--- src/rtl/stage_execute_if.sv ---
// rtl/stage_execute_if.sv - decode/execute/memory handshake bundle for the execute stage
interface stage_execute_if #(
  parameter int WIDTH = 32
);
  logic             stall;
  logic             nullify;
  logic             in_valid;
  logic [4:0]       op;
  logic [WIDTH-1:0] a;
  logic [WIDTH-1:0] b;
  logic [4:0]       shamt;
  logic [4:0]       dest_reg_in;
  logic             write_reg_in;
  logic             out_valid;
  logic [WIDTH-1:0] result;
  logic [4:0]       dest_reg;
  logic             write_reg;
  logic             busy;
  logic [WIDTH-1:0] hi;
  logic [WIDTH-1:0] lo;

  modport master (
    output stall, nullify, in_valid, op, a, b, shamt, dest_reg_in, write_reg_in,
    input  out_valid, result, dest_reg, write_reg, busy, hi, lo
  );

  modport slave (
    input  stall, nullify, in_valid, op, a, b, shamt, dest_reg_in, write_reg_in,
    output out_valid, result, dest_reg, write_reg, busy, hi, lo
  );
endinterface

--- src/rtl/stage_execute.sv ---
// rtl/stage_execute.sv - pipeline execute stage with ALU and iterative mul/div (optional FAST_MULT_EN)
module stage_execute #(
  parameter int WIDTH     = 32,
  parameter int MD_CYCLES = 32
) (
  input logic            clk,
  input logic            reset,
  stage_execute_if.slave ex
);
  localparam int           CW   = $clog2(MD_CYCLES);
  localparam logic [CW-1:0] LAST = CW'(MD_CYCLES - 1);

  localparam logic [4:0] OP_ADD   = 5'd0;
  localparam logic [4:0] OP_SUB   = 5'd1;
  localparam logic [4:0] OP_AND   = 5'd2;
  localparam logic [4:0] OP_OR    = 5'd3;
  localparam logic [4:0] OP_XOR   = 5'd4;
  localparam logic [4:0] OP_NOR   = 5'd5;
  localparam logic [4:0] OP_SLT   = 5'd6;
  localparam logic [4:0] OP_SLTU  = 5'd7;
  localparam logic [4:0] OP_SLL   = 5'd8;
  localparam logic [4:0] OP_SRL   = 5'd9;
  localparam logic [4:0] OP_SRA   = 5'd10;
  localparam logic [4:0] OP_MULT  = 5'd11;
  localparam logic [4:0] OP_MULTU = 5'd12;
  localparam logic [4:0] OP_DIV   = 5'd13;
  localparam logic [4:0] OP_DIVU  = 5'd14;
  localparam logic [4:0] OP_MFHI  = 5'd15;
  localparam logic [4:0] OP_MFLO  = 5'd16;
  localparam logic [4:0] OP_MTHI  = 5'd17;
  localparam logic [4:0] OP_MTLO  = 5'd18;

  typedef enum logic [1:0] {IDLE, MUL, DIV, DONE} state_t;

  state_t state, state_next;

  logic             out_valid_reg;
  logic [WIDTH-1:0] result_reg;
  logic [4:0]       dest_reg_reg;
  logic             write_reg_reg;
  logic             busy_sig;
  logic [WIDTH-1:0] hi_reg;
  logic [WIDTH-1:0] lo_reg;

  // Iterative unit: md_a is multiplicand/divisor magnitude, {md_hi,md_lo} is the
  // product shift pair or remainder/quotient pair.
  logic [WIDTH-1:0] md_a;
  logic [WIDTH-1:0] md_hi;
  logic [WIDTH-1:0] md_lo;
  logic [CW-1:0]    md_count;
  logic             md_is_div;
  logic             md_neg_q;
  logic             md_neg_r;
  logic             md_div_zero;

  logic             accept;
  logic             op_mul;
  logic             op_div;
  logic             op_signed;
  logic             md_iter;
  logic [WIDTH-1:0] a_mag;
  logic [WIDTH-1:0] b_mag;
  logic [WIDTH-1:0] alu_result;
  logic             alu_write;
  logic             alu_valid;

  logic [WIDTH:0]     mul_sum;
  logic [WIDTH:0]     div_shift;
  logic [WIDTH:0]     div_diff;
  logic [2*WIDTH-1:0] prod;
  logic [2*WIDTH-1:0] prod_fix;
  logic [WIDTH-1:0]   hi_final;
  logic [WIDTH-1:0]   lo_final;

  assign accept    = ex.in_valid && !ex.stall && !ex.nullify && (state == IDLE);
  assign op_mul    = (ex.op == OP_MULT) || (ex.op == OP_MULTU);
  assign op_div    = (ex.op == OP_DIV) || (ex.op == OP_DIVU);
  assign op_signed = (ex.op == OP_MULT) || (ex.op == OP_DIV);
  assign a_mag     = (op_signed && ex.a[WIDTH-1]) ? -ex.a : ex.a;
  assign b_mag     = (op_signed && ex.b[WIDTH-1]) ? -ex.b : ex.b;

`ifdef FAST_MULT_EN
  logic signed [2*WIDTH-1:0] fast_sprod;
  logic        [2*WIDTH-1:0] fast_uprod;
  logic        [2*WIDTH-1:0] fast_prod;
  assign md_iter    = op_div;
  assign fast_sprod = $signed(ex.a) * $signed(ex.b);
  assign fast_uprod = {{WIDTH{1'b0}}, ex.a} * {{WIDTH{1'b0}}, ex.b};
  assign fast_prod  = (ex.op == OP_MULT) ? $unsigned(fast_sprod) : fast_uprod;
`else
  assign md_iter = op_mul || op_div;
`endif

  // Single-cycle ALU result and write enable for the instruction at issue
  always_comb begin
    alu_result = '0;
    alu_write  = ex.write_reg_in;
    alu_valid  = 1'b1;
    case (ex.op)
      OP_ADD:   alu_result = ex.a + ex.b;
      OP_SUB:   alu_result = ex.a - ex.b;
      OP_AND:   alu_result = ex.a & ex.b;
      OP_OR:    alu_result = ex.a | ex.b;
      OP_XOR:   alu_result = ex.a ^ ex.b;
      OP_NOR:   alu_result = ~(ex.a | ex.b);
      OP_SLT:   alu_result = {{(WIDTH-1){1'b0}}, ($signed(ex.a) < $signed(ex.b))};
      OP_SLTU:  alu_result = {{(WIDTH-1){1'b0}}, (ex.a < ex.b)};
      OP_SLL:   alu_result = ex.b << ex.shamt;
      OP_SRL:   alu_result = ex.b >> ex.shamt;
      OP_SRA:   alu_result = $unsigned($signed(ex.b) >>> ex.shamt);
      OP_MFHI:  alu_result = hi_reg;
      OP_MFLO:  alu_result = lo_reg;
      OP_MTHI, OP_MTLO: begin
        alu_result = ex.a;
        alu_write  = 1'b0;
      end
      OP_MULT, OP_MULTU, OP_DIV, OP_DIVU: begin
        alu_write = 1'b0;
        alu_valid = 1'b0;
      end
      default:  alu_write = 1'b0;
    endcase
  end

  // One shift-add or restoring-subtract step and the sign-corrected final HI/LO
  always_comb begin
    mul_sum   = {1'b0, md_hi} + (md_lo[0] ? {1'b0, md_a} : {(WIDTH+1){1'b0}});
    div_shift = {md_hi, md_lo[WIDTH-1]};
    div_diff  = div_shift - {1'b0, md_a};
    prod      = {md_hi, md_lo};
    prod_fix  = md_neg_q ? -prod : prod;
    hi_final  = prod_fix[2*WIDTH-1:WIDTH];
    lo_final  = prod_fix[WIDTH-1:0];
    if (md_is_div) begin
      if (md_div_zero) begin
        hi_final = md_a;
        lo_final = '1;
      end else begin
        hi_final = md_neg_r ? -md_hi : md_hi;
        lo_final = md_neg_q ? -md_lo : md_lo;
      end
    end
  end

  // FSM state register
  always_ff @(posedge clk or posedge reset) begin
    if (reset) state <= IDLE;
    else       state <= state_next;
  end

  // FSM next state; stall freezes, nullify aborts and overrides stall
  always_comb begin
    state_next = state;
    busy_sig   = (state != IDLE);
    case (state)
      IDLE: begin
        if (accept && md_iter) state_next = op_div ? DIV : MUL;
      end
      MUL, DIV: begin
        if (ex.nullify)                          state_next = IDLE;
        else if (!ex.stall && md_count == LAST)  state_next = DONE;
      end
      DONE: begin
        if (ex.nullify || !ex.stall) state_next = IDLE;
      end
      default: state_next = IDLE;
    endcase
  end

  // Result register toward the memory stage
  always_ff @(posedge clk or posedge reset) begin
    if (reset) begin
      out_valid_reg <= 1'b0;
      result_reg    <= '0;
      dest_reg_reg  <= '0;
      write_reg_reg <= 1'b0;
    end else if (ex.nullify) begin
      out_valid_reg <= 1'b0;
      write_reg_reg <= 1'b0;
    end else if (!ex.stall) begin
      if (accept) begin
        out_valid_reg <= alu_valid;
        result_reg    <= alu_result;
        dest_reg_reg  <= ex.dest_reg_in;
        write_reg_reg <= alu_write;
      end else begin
        out_valid_reg <= 1'b0;
        write_reg_reg <= 1'b0;
      end
    end
  end

  // Architectural HI/LO: moves at issue, mul/div results on leaving DONE
  always_ff @(posedge clk or posedge reset) begin
    if (reset) begin
      hi_reg <= '0;
      lo_reg <= '0;
    end else if (!ex.nullify && !ex.stall) begin
      if (accept && ex.op == OP_MTHI) hi_reg <= ex.a;
      if (accept && ex.op == OP_MTLO) lo_reg <= ex.a;
`ifdef FAST_MULT_EN
      if (accept && op_mul) begin
        hi_reg <= fast_prod[2*WIDTH-1:WIDTH];
        lo_reg <= fast_prod[WIDTH-1:0];
      end
`endif
      if (state == DONE) begin
        hi_reg <= hi_final;
        lo_reg <= lo_final;
      end
    end
  end

  // Iterative mul/div datapath: operand setup at accept, one step per unstalled cycle
  always_ff @(posedge clk or posedge reset) begin
    if (reset) begin
      md_a        <= '0;
      md_hi       <= '0;
      md_lo       <= '0;
      md_count    <= '0;
      md_is_div   <= 1'b0;
      md_neg_q    <= 1'b0;
      md_neg_r    <= 1'b0;
      md_div_zero <= 1'b0;
    end else if (!ex.nullify && !ex.stall) begin
      if (accept && md_iter) begin
        md_hi     <= '0;
        md_count  <= '0;
        md_is_div <= op_div;
        md_neg_q  <= op_signed && (ex.a[WIDTH-1] ^ ex.b[WIDTH-1]);
        if (op_div) begin
          // A zero divisor leaves md_a free, so it keeps the raw dividend for HI.
          md_a        <= (ex.b == '0) ? ex.a : b_mag;
          md_lo       <= a_mag;
          md_neg_r    <= op_signed && ex.a[WIDTH-1];
          md_div_zero <= (ex.b == '0);
        end else begin
          md_a        <= a_mag;
          md_lo       <= b_mag;
          md_neg_r    <= 1'b0;
          md_div_zero <= 1'b0;
        end
      end else if (state == MUL) begin
        md_hi    <= mul_sum[WIDTH:1];
        md_lo    <= {mul_sum[0], md_lo[WIDTH-1:1]};
        md_count <= md_count + CW'(1);
      end else if (state == DIV) begin
        if (!div_diff[WIDTH]) begin
          md_hi <= div_diff[WIDTH-1:0];
          md_lo <= {md_lo[WIDTH-2:0], 1'b1};
        end else begin
          md_hi <= div_shift[WIDTH-1:0];
          md_lo <= {md_lo[WIDTH-2:0], 1'b0};
        end
        md_count <= md_count + CW'(1);
      end
    end
  end

  assign ex.out_valid = out_valid_reg;
  assign ex.result    = result_reg;
  assign ex.dest_reg  = dest_reg_reg;
  assign ex.write_reg = write_reg_reg;
  assign ex.busy      = busy_sig;
  assign ex.hi        = hi_reg;
  assign ex.lo        = lo_reg;
endmodule
--- src/flat_wrapper.sv ---
// flat-port wrapper written by rule: the top's interface ports become plain ports
module stage_execute_flat 
#(
  parameter int WIDTH     = 32,
  parameter int MD_CYCLES = 32
)
  (clk, reset, ex_stall, ex_nullify, ex_in_valid, ex_op, ex_a, ex_b, ex_shamt, ex_dest_reg_in, ex_write_reg_in, ex_out_valid, ex_result, ex_dest_reg, ex_write_reg, ex_busy, ex_hi, ex_lo);
  stage_execute_if #(.WIDTH(WIDTH)) ex_i ();
  input logic clk;
  input logic reset;
  input wire logic [$bits(ex_i.stall)-1:0] ex_stall;
  input wire logic [$bits(ex_i.nullify)-1:0] ex_nullify;
  input wire logic [$bits(ex_i.in_valid)-1:0] ex_in_valid;
  input wire logic [$bits(ex_i.op)-1:0] ex_op;
  input wire logic [$bits(ex_i.a)-1:0] ex_a;
  input wire logic [$bits(ex_i.b)-1:0] ex_b;
  input wire logic [$bits(ex_i.shamt)-1:0] ex_shamt;
  input wire logic [$bits(ex_i.dest_reg_in)-1:0] ex_dest_reg_in;
  input wire logic [$bits(ex_i.write_reg_in)-1:0] ex_write_reg_in;
  output wire logic [$bits(ex_i.out_valid)-1:0] ex_out_valid;
  output wire logic [$bits(ex_i.result)-1:0] ex_result;
  output wire logic [$bits(ex_i.dest_reg)-1:0] ex_dest_reg;
  output wire logic [$bits(ex_i.write_reg)-1:0] ex_write_reg;
  output wire logic [$bits(ex_i.busy)-1:0] ex_busy;
  output wire logic [$bits(ex_i.hi)-1:0] ex_hi;
  output wire logic [$bits(ex_i.lo)-1:0] ex_lo;
  assign ex_i.stall = ex_stall;
  assign ex_i.nullify = ex_nullify;
  assign ex_i.in_valid = ex_in_valid;
  assign ex_i.op = ex_op;
  assign ex_i.a = ex_a;
  assign ex_i.b = ex_b;
  assign ex_i.shamt = ex_shamt;
  assign ex_i.dest_reg_in = ex_dest_reg_in;
  assign ex_i.write_reg_in = ex_write_reg_in;
  assign ex_out_valid = ex_i.out_valid;
  assign ex_result = ex_i.result;
  assign ex_dest_reg = ex_i.dest_reg;
  assign ex_write_reg = ex_i.write_reg;
  assign ex_busy = ex_i.busy;
  assign ex_hi = ex_i.hi;
  assign ex_lo = ex_i.lo;
  stage_execute #(.WIDTH(WIDTH), .MD_CYCLES(MD_CYCLES)) u_core (.clk(clk), .reset(reset), .ex(ex_i));
endmodule
--- config.mk ---
export PLATFORM = sky130hd
export DESIGN_NAME = stage_execute_flat
export DESIGN_NICKNAME = d
export VERILOG_FILES = /design/src/rtl/stage_execute_if.sv /design/src/rtl/stage_execute.sv /design/src/flat_wrapper.sv
export SDC_FILE = /design/constraint.sdc
export NUM_CORES = 2
export LEC_CHECK = 0
export CAP_MARGIN = 40
export CORE_MARGIN = 8
export CORE_UTILIZATION = 35
export CTS_BUF_LIST = sky130_fd_sc_hd__clkbuf_4
export DETAILED_ROUTE_END_ITERATION = 16
export PLACE_DENSITY_LB_ADDON = 0.1
export SLEW_MARGIN = 10
export SYNTH_ARGS = -nofsm -noshare
export SYNTH_HDL_FRONTEND = slang
export SYNTH_SLANG_ARGS = --single-unit
export TNS_END_PERCENT = 10
--- constraint.sdc ---
create_clock -name clk -period 23.8 [get_ports clk]
set_input_delay 5.95 -clock clk [delete_from_list [all_inputs] [get_ports clk]]
set_output_delay 5.95 -clock clk [all_outputs]
set_load 0.005 [all_outputs]
======== Word-level counts from Yosys, hierarchy flattened ========
Index checks and enable logic that the tools add are counted.
cells by class
  $add $sub $neg .......................... 10
  magnitude comparators ................... 2
  eq/ne operators ......................... 26
  shift operators ......................... 3
  mux-type cells .......................... 45
  bitwise operators ....................... 7
  reduce and logical (&&, ||, !) cells .... 35
operators by type and width
  cell                                                              count
  32-bit 2-to-1 mux                                                 23
  32-bit one-hot mux with 14 select lines                           1
  32-bit negation                                                   4
  32-bit < comparator                                               2
  64-bit 2-to-1 mux                                                 1
  64-bit negation                                                   1
  5-bit by 4-bit == test with 1-bit output (second input constant)  8
  32-bit by 33-bit adder with 33-bit output                         1
  33-bit by 32-bit subtractor with 33-bit output                    1
  32-bit adder                                                      1
  32-bit bitwise AND                                                1
  32-bit logical NOT                                                1
  32-bit inverter                                                   1
  32-bit OR                                                         1
  32-bit by 5-bit << shifter with 32-bit output                     1
  32-bit by 5-bit right shift with 32-bit output                    1
  32-bit by 5-bit >>> shifter with 32-bit output                    1
  32-bit subtractor                                                 1
  32-bit XOR                                                        1
  5-bit by 3-bit == test with 1-bit output (second input constant)  4
  5-bit == test (second input constant)                             4
  5-bit 2-to-1 mux                                                  3
  13-bit OR reduction                                               1
  1-bit logical AND                                                 11
  other kinds (23)                                                  53
word-level totals
  flip-flop bits (word level) ............. 210
  input port bits ......................... 85
  logic and storage cells ................. 143

======== Depth between registers and ports, before layout ========
  depth in word-level cells ............... 7
  gate-level depth with buffers ........... 16
  depth with buffers taken out ............ 14

======== Worst setup path after synthesis ========
OpenSTA, ideal clock, no wires.
  path type ............................... in2reg
  start ................................... in ex_b[12]
  end ..................................... reg u_core.result_reg[0], in the netlist u_core.ex.result[0]
  setup time .............................. 82 ps
  arrival ................................. 8,889 ps
  setup slack ............................. 14,829 ps
  stages .................................. 14
  path buffers ............................ 2
  cell sequence ........................... clkbuf_1 > inv_1 > ha_1 > clkbuf_1 > nor2_1 > a211oi_1 > o211ai_1 > a211o_1 > a31oi_1 > o21bai_1 > a21oi_1 > nor3_1 > or4_1 > a31oi_1
on the way
  word-level cells in the longest chain between the ends .. 2
  elaborated cells on any way between the ends .. 6
  those cells by class .................... order compare: 2; shift: 3; mux: 1
ends and longest elaborated chain
  element                                            line                  text
  from (decl)                                        flat_wrapper.sv:16    input wire logic [$bits(ex_i.b)-1:0] ex_b;
  32-bit < comparator, or another cell as far along  stage_execute.sv:107  OP_SLTU: alu_result = {{(WIDTH-1){1'b0}}, (ex.a < ex.b)};
  32-bit one-hot mux with 14 select lines *          stage_execute.sv:99   case (ex.op)
  to (signal assigned)                               stage_execute.sv:183  result_reg <= alu_result;
  to (decl)                                          stage_execute.sv:38   logic [WIDTH-1:0] result_reg;
Mark *: on every way between the ends. The rest lies on a longest branch, timed or not.
A chain may end at the register's enable or synchronous reset.

======== Worst setup path in the final report ========
  start ................................... in ex_b[8]
  end ..................................... reg u_core.result_reg[30], in the netlist u_core.ex.result[30]
on the way
  word-level cells in the longest chain between the ends .. 2
  elaborated cells on any way between the ends .. 6
  those cells by class .................... add/sub: 2; shift: 3; mux: 1
ends and longest elaborated chain
  element                                          line                  text
  32-bit subtractor, or another cell as far along  stage_execute.sv:101  OP_SUB: alu_result = ex.a - ex.b;
  32-bit one-hot mux with 14 select lines *        stage_execute.sv:99
Marks and branches as above.

==> flow_results.org <==
** Setup path
- The worst setup path is launched from an input port.
- Of all nets on the critical path, the largest fanout is 13.
- Crit path kind :: input port to register
- Cells on worst reg2reg path :: 9
- WP data arrival :: 10420 ps
- For the worst setup path, the data required time is 24490 ps.
- Worst r2r dst :: u_core.ex.hi[11]
- Setup slack on the worst reg-to-reg path comes out at 19380 ps.
- In this run the critical register-to-register path is launched from u_core.md_lo[6].
- The worst setup path is captured at a register.

** STA
- Final critical path time including I/O delays and setup :: 9740 ps
- Tightest Pin Transition :: 990 ps
- Total count of hold-check failures in the final report :: 0
- Dividing the final minimum period by the clock period gives 40.9%.
- Headroom to the max-slew limit came out at 33.2%.
- Setup total negative slack on the finished layout was measured at 0 ps.
- Total of endpoints with negative setup slack in the final report :: 0
- Unrepaired setup endpoints after global routing :: false
- Max-slew violation total from the final report :: 0
- Highest Clock Rate :: 103 MHz
- Post-route clock skew :: 69.7 ps

** Job
- Across the run, the number of max-cap violations was 0.

** Synth
- After synthesis, the largest area contributor takes up 19.6% of total cell area.
- Combinational family with the most area after synthesis :: compound AO/OA/AOI/OAI gates
- After Yosys synthesis, and, or, nand and nor cells account for 18.3% of the synthesized area.
- Synth warn :: 0
- EDFF count, synth :: 0
- Summing the areas of all compound-gate instances in the mapped netlist gives 29.8% of the synthesized area.
- Proportion of register bits with asynchronous set or reset after synthesis :: 100%
- In the post-synthesis netlist, the biggest area contributors are sky130_fd_sc_hd__dfrtp_1 (20%), sky130_fd_sc_hd__ha_1 (8.3%), sky130_fd_sc_hd__o21ai_0 (6.1%).
- The synthesized design contains 210 register bits.
- For this run, the leading register cell type out of synthesis is sky130_fd_sc_hd__dfrtp_1.
- Multiplexer area fraction after synthesis :: 9.73%
- Cell area after synthesis :: 26800 um2
- Post-synthesis net count :: 3842
- Summing the areas of all fa, ha and maj instances in the mapped netlist gives 8.61% of the synthesized area.
- sky130_fd_sc_hd__dfrtp_1 takes more of the synthesized area than any other cell.
- Synth Area in XOR/XNOR :: 7.09%
- Averaged over all synthesized cells, the footprint is 7.50 um2.
- Sequential cells were found to cover 19.6% of the synthesized design area.
- Number of instances in the synthesized netlist :: 3575
- Count of cell types in the netlist :: 90

** Detailed routing
- In the routed design, unresolved DRC markers number 0.
- Routed vias/inst :: 6.19
- The detail route stage leaves a number of antenna-violating nets equal to 0.
- Dividing the detail-routed wire length by the instance count gives 27.1 um.
- After detailed routing, the total wire length is 126000 um.
- Iteration-0 DRC Markers :: 3159
- Detailed-router iteration count before antenna repair :: 7
- The final route contains 28.7k vias.

** Hold path
- Worst hold-check path type :: register to register
- Along the worst hold path, the cell count comes to 2.
- Min-delay src :: u_core.ex.result[6]
- The worst hold path terminates at u_core.ex.result[6].

** CTS
- For this design, the sink count on the clock tree is 210.
- Depth of the CTS H-tree :: 3
- Clock input transition at the sequential cells of the worst setup and hold paths :: 60 ps
- The clock passes through at most 3 buffers.
- Clock latency on the worst-skew pair, taken at its later pin, is 850 ps.
- CTS Hold Bufs :: 0
- Gates resized during post-CTS repair numbered 0.
- Cell chosen for the clock root :: sky130_fd_sc_hd__clkbuf_4
- The number of clock buffers added by TritonCTS is 70.
- TritonCTS built the clock tree.
- Post-CTS timing repair inserted 0 buffers for setup.

** Placed design
- DP HPWL :: 96500 um
- Routability-driven placement finished with a final weighted congestion of 1.02.
- Buffers placed on the I/O ports in this run total 188.

** Global route
- In this run the most used layer during global routing was met2.
- Fraction of met1 tracks used by global routing :: 37.1%
- Summed over all layers, the global routing overflow is 0.
- Met3 Usage GRT :: 4.47%
- Entering global routing, the biggest net connects 85 pins.
- For this run, the total global-route usage over all layers was measured as 28.1%.
- Initial antenna violation count :: 5
- Number of global-route vias before repair :: 27.3k
- First-pass GRT wire length :: 185000 um
- Global routing consumed, on the met2 layer, 44.3% of the routing resources.

** Floorplan
- Initial Util :: 35.3%
- Count of boundary I/O pins :: 189
- After floorplanning, the core was sized to cover 75800 um2.
- The die is 293 um tall.
- Width of the chip :: 293 um
- The initialized floorplan defines 101 standard-cell rows.
- The die covers 85700 um2.

** Layout
- Area Growth Syn to Fin :: 12.9%
- Summing all multi-input logic gate instances after layout gives 19800 um2.
- Layout cells sized above 1 :: 8.74%
- Sequential cell area :: 5260 um2
- The filler cells instantiated in the layout total 8059.
- Number of nets in the layout :: 3873

** Run status
- The run finished with clean final reports.

** Power
- Worst-case vdd ir drop :: 0.0507 mV
- Leakage dissipation :: 0.0122 uW
- Power spread over the standard cell area amounts to 94.0 nW/um2.
- Summing internal, switching and leakage power gives 2840 uW.
==> cells in the final DEF (no fill, tap or decap), types with 38 or more instances in the layout <==
| master | count |
|---|---|
| sky130_fd_sc_hd__o21ai_0 | 326 |
| sky130_fd_sc_hd__a221oi_1 | 39 |
| sky130_fd_sc_hd__nand2_1 | 356 |
| sky130_fd_sc_hd__xnor2_1 | 170 |
| sky130_fd_sc_hd__xor2_1 | 47 |
| sky130_fd_sc_hd__o211ai_1 | 73 |
| sky130_fd_sc_hd__nor2_1 | 341 |
| sky130_fd_sc_hd__inv_1 | 151 |
| sky130_fd_sc_hd__a22oi_1 | 49 |
| sky130_fd_sc_hd__o31ai_1 | 39 |
| sky130_fd_sc_hd__mux2i_1 | 121 |
| sky130_fd_sc_hd__nor3_1 | 69 |
| sky130_fd_sc_hd__a21o_1 | 47 |
| sky130_fd_sc_hd__clkdlybuf4s50_1 | 184 |
| sky130_fd_sc_hd__clkbuf_4 | 95 |
| sky130_fd_sc_hd__buf_4 | 76 |
| sky130_fd_sc_hd__a31oi_1 | 38 |
| sky130_fd_sc_hd__mux4_2 | 56 |
| sky130_fd_sc_hd__a211oi_1 | 59 |
| sky130_fd_sc_hd__dfrtp_1 | 207 |
| sky130_fd_sc_hd__nand3_1 | 56 |
| sky130_fd_sc_hd__a21oi_1 | 283 |
| sky130_fd_sc_hd__o22ai_1 | 55 |
| sky130_fd_sc_hd__ha_1 | 176 |
==> layer usage <==
metal | vias up | part of all wire (%)
met5 | - | 0
met4 | 0 | 5.8
met3 | 316 | 7.5
met2 | 1381 | 44
met1 | 13700 | 43
li1 | 13300 | -
==> Yosys cell counts (55+ instances only) <==
cell                         n
sky130_fd_sc_hd__o21ai_0   327
sky130_fd_sc_hd__mux2i_1   121
sky130_fd_sc_hd__mux4_2     56
sky130_fd_sc_hd__clkbuf_1  258
sky130_fd_sc_hd__dfrtp_1   210
sky130_fd_sc_hd__nand2_1   358
sky130_fd_sc_hd__ha_1      178
sky130_fd_sc_hd__nor3_1     71
sky130_fd_sc_hd__a211oi_1   59
sky130_fd_sc_hd__xnor2_1   170
sky130_fd_sc_hd__a21oi_1   283
sky130_fd_sc_hd__o211ai_1   73
sky130_fd_sc_hd__inv_1     153
sky130_fd_sc_hd__o22ai_1    55
sky130_fd_sc_hd__nor2_1    344
sky130_fd_sc_hd__nand3_1    58
==> metrics by stage <==
stage	setup slack, ps	cells	utilization [%]	cell area [um2]	hold slack (ps)
floorplan	12110	3575	-	26800	470
global placement	13370	4501	38.6	29300	460
detailed placement	13430	4512	38.7	29400	465
CTS	14280	4629	39.9	30200	477
global route	13840	4635	39.9	30200	502
finish	14060	4637	39.9	30200	470
==> worst max-delay path: stages <==
cell                              delay (ps)
sky130_fd_sc_hd__clkdlybuf4s50_1         860
sky130_fd_sc_hd__inv_1                   190
sky130_fd_sc_hd__ha_1                    540
sky130_fd_sc_hd__and3_1                  260
sky130_fd_sc_hd__nand2_1                  80
sky130_fd_sc_hd__o31ai_1                 530
sky130_fd_sc_hd__o31a_1                  330
sky130_fd_sc_hd__a21oi_1                 170
sky130_fd_sc_hd__o41ai_1                 830
sky130_fd_sc_hd__nand4_1                 260
sky130_fd_sc_hd__mux2i_1                 180
sky130_fd_sc_hd__a21oi_1                 130
sky130_fd_sc_hd__o21ai_0                  90
==> cell families (layout without fill, tap and decap cells) <==
kind of cell,after synthesis,count (layout)
xor+xnor,217,217
other cells,0,8
compound gates,1237,1237
simple gates,1075,1075
fa+ha+maj,182,182
mux,189,189
buf+inv,465,541
flops,210,210
==> final cells by class <==
| class | count | share of cell area (%) |
|---|---|---|
| repair buffers | 270 | 8.25 |
| diodes | 8 | 0.0662 |
| multi-input cells | 2900 | 65.5 |
| inverters | 154 | 1.94 |
| flip-flops and latches | 210 | 17.4 |
| clock buffers | 95 | 2.36 |
| well taps | 978 | 4.05 |
| clock inverters | 22 | 0.451 |
==> how the worst max path moves through the flow <==
| stage | depth (start not counted) | start | slack (ps) | end |
|---|---|---|---|---|
| 2_1_floorplan | 1 | reset | 12110 | u_core.ex.dest_reg[0] |
| 3_3_place_gp | 13 | ex_b[2] | 13370 | u_core.ex.result[31] |
| 3_5_place_dp | 13 | ex_b[8] | 13430 | u_core.ex.result[30] |
| 4_1_cts | 13 | ex_b[8] | 14280 | u_core.ex.result[30] |
| 5_1_grt | 13 | ex_b[8] | 13840 | u_core.ex.result[30] |
| 6_report | 13 | ex_b[8] | 14060 | u_core.ex.result[30] |
==> where the power goes <==
group / internal [uW] / leakage [uW] / switching [uW] / total [uW]
clock network: 196 / 0.000493 / 192 / 388
registers: 500 / 0.00262 / 260 / 760
logic: 736 / 0.00908 / 960 / 1700
total: 1430 / 0.0122 / 1410 / 2840
No activity file was read; power rests on OpenSTA's default activity.
